<file path="config.mk">
export PLATFORM = sky130hd
export DESIGN_NAME = reg_bank_master
export DESIGN_NICKNAME = d
export VERILOG_FILES = /design/src/rtl/reg_bank_master.sv
export SDC_FILE = /design/constraint.sdc
export NUM_CORES = 1
export LEC_CHECK = 0
export ABC_AREA = 0
export CAP_MARGIN = 20
export CORE_MARGIN = 1
export CORE_UTILIZATION = 45
export CTS_BUF_LIST = sky130_fd_sc_hd__clkbuf_16
export CTS_CLUSTER_SIZE = 12
export DETAILED_ROUTE_END_ITERATION = 8
export PLACE_DENSITY_LB_ADDON = 0.05
export SLEW_MARGIN = 20
export SYNTH_ARGS = -nofsm -noshare
export SYNTH_HDL_FRONTEND = slang
export SYNTH_SLANG_ARGS = --single-unit
</file>
<file path="constraint.sdc">
create_clock -name clk -period 2.6 [get_ports clk]
set_input_delay 0.39 -clock clk [delete_from_list [all_inputs] [get_ports clk]]
set_output_delay 0.39 -clock clk [all_outputs]
set_load 0.01 [all_outputs]
</file>
<file path="src/rtl/reg_bank_master.sv">
// Command sequencer for the 8-entry register bank: WRITE/READ/MOVE/INC become bank read and write cycles.
// Latency: WRITE 1 cycle to wr_en, READ response 2 cycles after accept, MOVE/INC write 2 cycles after accept.
// Backpressure: one command in flight (cmd_ready only in IDLE); RSP holds until rsp_ready is sampled high.
module reg_bank_master #(
    parameter int DATA_WIDTH = 4
) (
    input  logic                  clk,
    input  logic                  reset,
    input  logic                  cmd_valid,
    output logic                  cmd_ready,
    input  logic [1:0]            cmd_op,
    input  logic [2:0]            cmd_dst,
    input  logic [2:0]            cmd_src,
    input  logic [DATA_WIDTH-1:0] cmd_data,
    output logic                  rsp_valid,
    input  logic                  rsp_ready,
    output logic [DATA_WIDTH-1:0] rsp_data,
    output logic                  wr_en,
    output logic [2:0]            w_addr,
    output logic [DATA_WIDTH-1:0] w_data,
    output logic [2:0]            r_addr,
    input  logic [DATA_WIDTH-1:0] bus_b
);

    typedef enum logic [1:0] {
        IDLE = 2'd0,
        RD   = 2'd1,
        WR   = 2'd2,
        RSP  = 2'd3
    } state_t;

    localparam logic [1:0] OP_WRITE = 2'b00;
    localparam logic [1:0] OP_READ  = 2'b01;
    localparam logic [1:0] OP_INC   = 2'b11;

    localparam logic [DATA_WIDTH-1:0] ONE = {{(DATA_WIDTH-1){1'b0}}, 1'b1};

    state_t                state, state_nxt;
    logic [1:0]            op_q, op_nxt;
    logic [2:0]            dst_q, dst_nxt;
    logic                  wr_en_nxt;
    logic [2:0]            w_addr_nxt;
    logic [DATA_WIDTH-1:0] w_data_nxt;
    logic [2:0]            r_addr_nxt;
    logic                  rsp_valid_nxt;
    logic [DATA_WIDTH-1:0] rsp_data_nxt;

    // Accept only while idle and out of reset; no command queueing.
    assign cmd_ready = (state == IDLE) && !reset;

    // State and registered bank/response outputs; reset abandons any operation in flight.
    always_ff @(posedge clk) begin
        if (reset) begin
            state     <= IDLE;
            op_q      <= 2'b00;
            dst_q     <= 3'd0;
            wr_en     <= 1'b0;
            w_addr    <= 3'd0;
            w_data    <= '0;
            r_addr    <= 3'd0;
            rsp_valid <= 1'b0;
            rsp_data  <= '0;
        end else begin
            state     <= state_nxt;
            op_q      <= op_nxt;
            dst_q     <= dst_nxt;
            wr_en     <= wr_en_nxt;
            w_addr    <= w_addr_nxt;
            w_data    <= w_data_nxt;
            r_addr    <= r_addr_nxt;
            rsp_valid <= rsp_valid_nxt;
            rsp_data  <= rsp_data_nxt;
        end
    end

    // Next-state and next-output decode; addresses and data hold unless a new cycle loads them.
    always_comb begin
        state_nxt     = state;
        op_nxt        = op_q;
        dst_nxt       = dst_q;
        wr_en_nxt     = 1'b0;
        w_addr_nxt    = w_addr;
        w_data_nxt    = w_data;
        r_addr_nxt    = r_addr;
        rsp_valid_nxt = rsp_valid;
        rsp_data_nxt  = rsp_data;
        case (state)
            IDLE: begin
                if (cmd_valid) begin
                    op_nxt  = cmd_op;
                    dst_nxt = cmd_dst;
                    if (cmd_op == OP_WRITE) begin
                        state_nxt  = WR;
                        wr_en_nxt  = 1'b1;
                        w_addr_nxt = cmd_dst;
                        w_data_nxt = cmd_data;
                    end else begin
                        state_nxt  = RD;
                        r_addr_nxt = (cmd_op == OP_INC) ? cmd_dst : cmd_src;
                    end
                end
            end
            RD: begin
                if (op_q == OP_READ) begin
                    state_nxt     = RSP;
                    rsp_valid_nxt = 1'b1;
                    rsp_data_nxt  = bus_b;
                end else begin
                    state_nxt  = WR;
                    wr_en_nxt  = 1'b1;
                    w_addr_nxt = dst_q;
                    w_data_nxt = (op_q == OP_INC) ? (bus_b + ONE) : bus_b;
                end
            end
            WR: begin
                state_nxt = IDLE;
            end
            RSP: begin
                if (rsp_ready) begin
                    state_nxt     = IDLE;
                    rsp_valid_nxt = 1'b0;
                end
            end
            default: begin
                state_nxt = IDLE;
            end
        endcase
    end

endmodule

</file>
# After elaboration in Yosys (flattened, before gate mapping)
# Index checks and enable logic that the tools add are counted.
# classes
add_sub_neg,1
n_eq_ne,11
mux,22
bitwise,1
reduce_logical,12
# op_table
operator,n
$mux W4,4
$mux W3,4
$eq A2 B2 Y1 const B,4
$ne A2 B2 Y1 const B,4
$pmux W2 S4,1
$pmux W4 S2,1
$mux W1,6
$mux W2,3
$pmux W3 S2,1
$reduce_and A2 Y1,3
$reduce_and A3 Y1,2
$add A4 B1 Y4 const B,1
$eq A2 B1 Y1 const B,2
$logic_not A2 Y1,2
$pmux W1 S2,2
$reduce_and A4 Y1,1
$reduce_bool A2 Y1,2
$ne A2 B1 Y1 const B,1
$logic_and A1 B1 Y1,1
$logic_not A1 Y1,1
$not A1 Y1,1
# word_totals
ff_bits,23
input_bits,20
output_inout_bits,17
elab_cells,56

# Longest topological paths before layout
# logic_depth
word_depth,4
ltp_mapped,6
depth_no_buf,5

# Least setup slack after synthesis
# Ideal clock, no wire load.
# synth_path
kind,input to register
from,in cmd_op[0]
to,reg w_data[3]
arrival_ps,1600
t_required_ps,2478
path_slack_ps,878
stages,4
path_buffers,0
cell_sequence,or3b_4 a211o_4 and3_4 a311o_1
# synth_via
elab_chain_len,3
# synth_rtl
item,line_no,rtl
"start, declared",11,"input logic [1:0] cmd_op,"
$logic_not A2 Y1,92,if (cmd_op == OP_WRITE) begin
$ne A2 B1 Y1 (no line),n/a,
$reduce_and A4 Y1 (no line),n/a,
"end signal, assigned",69,w_data <= w_data_nxt;
"end, declared",20,"output logic [DATA_WIDTH-1:0] w_data,"
# Every way passes these cells.
# A chain may end at the register's enable or synchronous reset.

# Worst setup path in the final report
# layout_path
from,in cmd_valid
to,reg w_data[3]
# layout_via
elab_chain_len,2
# layout_rtl
item,line_no,rtl
"start, declared",9,"input logic cmd_valid,"
$ne A2 B2 Y1 (no line),n/a,
$reduce_and A4 Y1 (no line),n/a,
# Every way passes these cells.

==> results.py <==
metrics = {
    "routing": {
        "drt_wl_total_um": 2390,
        "drtAntennaViolNets": 0,
        "via_count": 982,
        "met1Wirelength_um": 1120,
        "highest_layer": "met4",
        "wl_per_cell_um": 12.8,
        "dr_wl_met3_um": 84,
        "post-route-drc-count": 0,
        "route.met2.wl_um": 1160,
        "first_pass_iters": 4,
        "viasPerCell": 5.25,
        "drt_iter0_markers": 11,
    },
    "grt": {
        "grt_overflow": 0,
        "grt_pass1_vias": 882,
        "grt_antenna_before_repair": 0,
        "grt_max_degree": 24,
        "grt_pass1_wl_um": 3750,
        "grt_usage": 0.194,
    },
    "timing": {
        "tns_ns": 0,
        "fin_crit_ns": 2.00,
        "slew_viol_final": 0,
        "worst_slew_pin_slew_ns": 0.643,
        "fin_skew_ns": 0.00378,
        "min_period_over_period": 0.770,
        "fmax_mhz": 500,
        "hold_viol_final": 0,
        "relSlewSlack": 0.570,
        "rsz0062_at_grt": "false",
        "setup_violations": 0,
    },
    "place": {
        "placed_area_um2": 1470,
        "port-buffer-count": 36,
        "hpwl_um": 1780,
        "dp_cells": 183,
        "gp_congestion": 0.883,
    },
    "synth": {
        "yosysTopAreaCell": "dfxtp_1",
        "synth_top_area_share": 0.421,
        "syn_nets": 142,
        "synth_warnings": 0,
        "synthCells": 121,
        "syn-cell-area_um2": 1090,
        "yosys-top-cells-count": "nor2_1 (24), dfxtp_1 (23), nand2_1 (16)",
        "avgSynthCellArea_um2": 9.04,
        "synth_cell_type_count": 29,
        "synth_edf_count": 0,
        "async_flop_share": 0,
        "ys_ff_latch": 23,
        "synth_most_common_cell": "nor2_1",
        "synthTopCellsByArea": "dfxtp_1 (42%), mux2i_1 (8.2%), nor2_1 (8.2%)",
        "yosysSeqAreaShare": 0.421,
        "ys.flop_type": "dfxtp_1",
    },
    "critical_path": {
        "crit_type": "input port to flop",
        "reg2reg_slack_ns": 0.67,
        "crit_required_ns": 2.74,
        "cp_num_buf_inv": 1,
        "cp-start-kind": "input port",
        "critPathTopFamily": "compound AO/OA/AOI/OAI gates",
        "worstPathArrival_ns": 2.14,
        "worst-r2r-cell-count": 4,
        "rr_startpoint": "state[1]",
        "crit_slowest_cell": "clkdlybuf4s50_1",
        "worstReg2RegEnd": "w_data[3]",
        "crit_chain": "clkdlybuf4s50_1, or3b_4, a211o_4, and3_4, a311o_1",
        "slowest_delay_ns": 0.50,
        "cp_max_fo": 8,
        "cp-end-kind": "flop",
    },
    "layout": {
        "num_antenna_cells": 0,
        "areaGrowthSynthToFinish_pct": 41.8,
        "final.fill_count": 207,
        "stdcell_count": 187,
        "drive_gt1_frac": 0.101,
        "nets": 181,
        "fin_area_um2": 1550,
    },
    "floorplanning": {
        "chipHeight_um": 51.3,
        "boundaryPins": 37,
        "placementRows": 17,
        "dieArea_um2": 2630,
        "die_w_um": 51.3,
        "core_um2": 2250,
        "initial_core_util": 0.485,
    },
    "clocking": {
        "root_buffer": "clkbuf_16",
        "clk_pin_slew_ns": 0.06,
        "clock_path_buffers": 2,
        "cts_sinks": 23,
        "cts_setup_buffers": 0,
        "cts_buffers": 3,
        "cts_max_level": 1,
        "hold_buffers": 0,
        "ctsResizeCount": 0,
        "worstSkewPairLatency_ns": 0.25,
        "cts_tree": "done",
    },
    "worst_hold_path": {
        "hold_end": "w_data[0]",
        "min_from": "w_data[0]",
        "min_path_type": "flop to flop",
        "worstHoldPathCells": 2,
    },
    "power": {
        "powerDensity_nw_per_um2": 574,
        "ir_worst_vdd_uv": 707,
        "power_leakage_nw": 0.586,
    },
    "job": {
        "cap_violations": 0,
    },
    "run_status": {
        "status": "finished clean",
    },
}
## worst reg2reg max path: stages (launching register included)
cell and delay, ns:
dfxtp_1 0.59, and4bb_2 0.40, a211o_4 0.38, and3_4 0.19
a311o_1 0.26
## layer usage
layer / vias to the layer above / global-route usage
li1: 500 / -
met1: 457 / 0.221
met2: 23 / 0.342
met3: 2 / 0.0565
met4: 0 / 0.0676
met5: - / 0
## layout by cell type (no fill, tap or decap), drive strengths merged, types with 2 or more instances in the layout
cell	n
clkbuf	3
xor2	3
a311oi	6
a211o	3
a311o	2
nor2b	3
nand3	6
nand2	16
nor2	24
clkdlybuf4s50	36
mux2i	9
inv	3
o21ai	2
nor3	2
dfxtp	23
a21oi	5
buf	4
## state kept, by name, summed over array words and instances (netlist names)
register	cells
r_addr	3
rsp_valid	1
state	2
wr_en	1
w_data	4
dst_q	3
w_addr	3
op_q	2
rsp_data	4
## cells by family (layout without fill, tap and decap cells)
| logic type | Yosys count | after routing | synth area share |
|---|---|---|---|
| AOI/OAI and AO/OA | 20 | 20 | 0.160 |
| xor gates and xnor gates | 3 | 3 | 0.0240 |
| adders and majority gates | 1 | 1 | 0.0114 |
| buffers and inverters | 8 | 46 | 0.0503 |
| DFF | 23 | 23 | 0.421 |
| muxes | 9 | 9 | 0.0824 |
| and+or+nand+nor | 57 | 57 | 0.251 |
## power breakdown
group	switching, mW	internal (mW)
Clock	0.124	0.205
Combinational	0.0731	0.0954
Sequential	0.0172	0.376
## per-stage QoR
| stage | utilization | power [mW] | hold WS (ns) | setup WS, ns |
|---|---|---|---|---|
| 3_3_place_gp | 0.653 | 0.565 | 0.452 | 0.363 |
| 4_1_cts | 0.688 | 0.893 | 0.466 | 0.596 |
| 5_1_grt | 0.688 | 0.930 | 0.481 | 0.580 |
| 3_5_place_dp | 0.653 | 0.569 | 0.454 | 0.330 |
| 2_1_floorplan | - | 0.484 | 0.449 | 0.878 |
| 6_report | 0.688 | 0.890 | 0.466 | 0.599 |
## final cells by class
type | instances | area [µm²] | area share
Inverter | 2 | 7.51 | 0.00484
Tap cell | 28 | 35.0 | 0.0226
Clock inverter | 1 | 3.75 | 0.00242
Clock buffer | 3 | 75.1 | 0.0484
Timing Repair Buffer | 40 | 390 | 0.252
Sequential cell | 23 | 460 | 0.297
Multi-Input combinational cell | 90 | 578 | 0.373
## worst max path at each step
stage | from | to | slack [ns] | depth (start not counted)
global route | cmd_valid | w_data[3] | 0.58 | 5
floorplan | cmd_op[0] | w_data[3] | 0.88 | 4
detailed placement | cmd_valid | w_data[3] | 0.33 | 5
CTS | cmd_valid | w_data[3] | 0.60 | 5
finish | cmd_valid | w_data[3] | 0.60 | 5
global placement | cmd_valid | w_data[3] | 0.36 | 5
No activity file was read; power rests on OpenSTA's default activity.
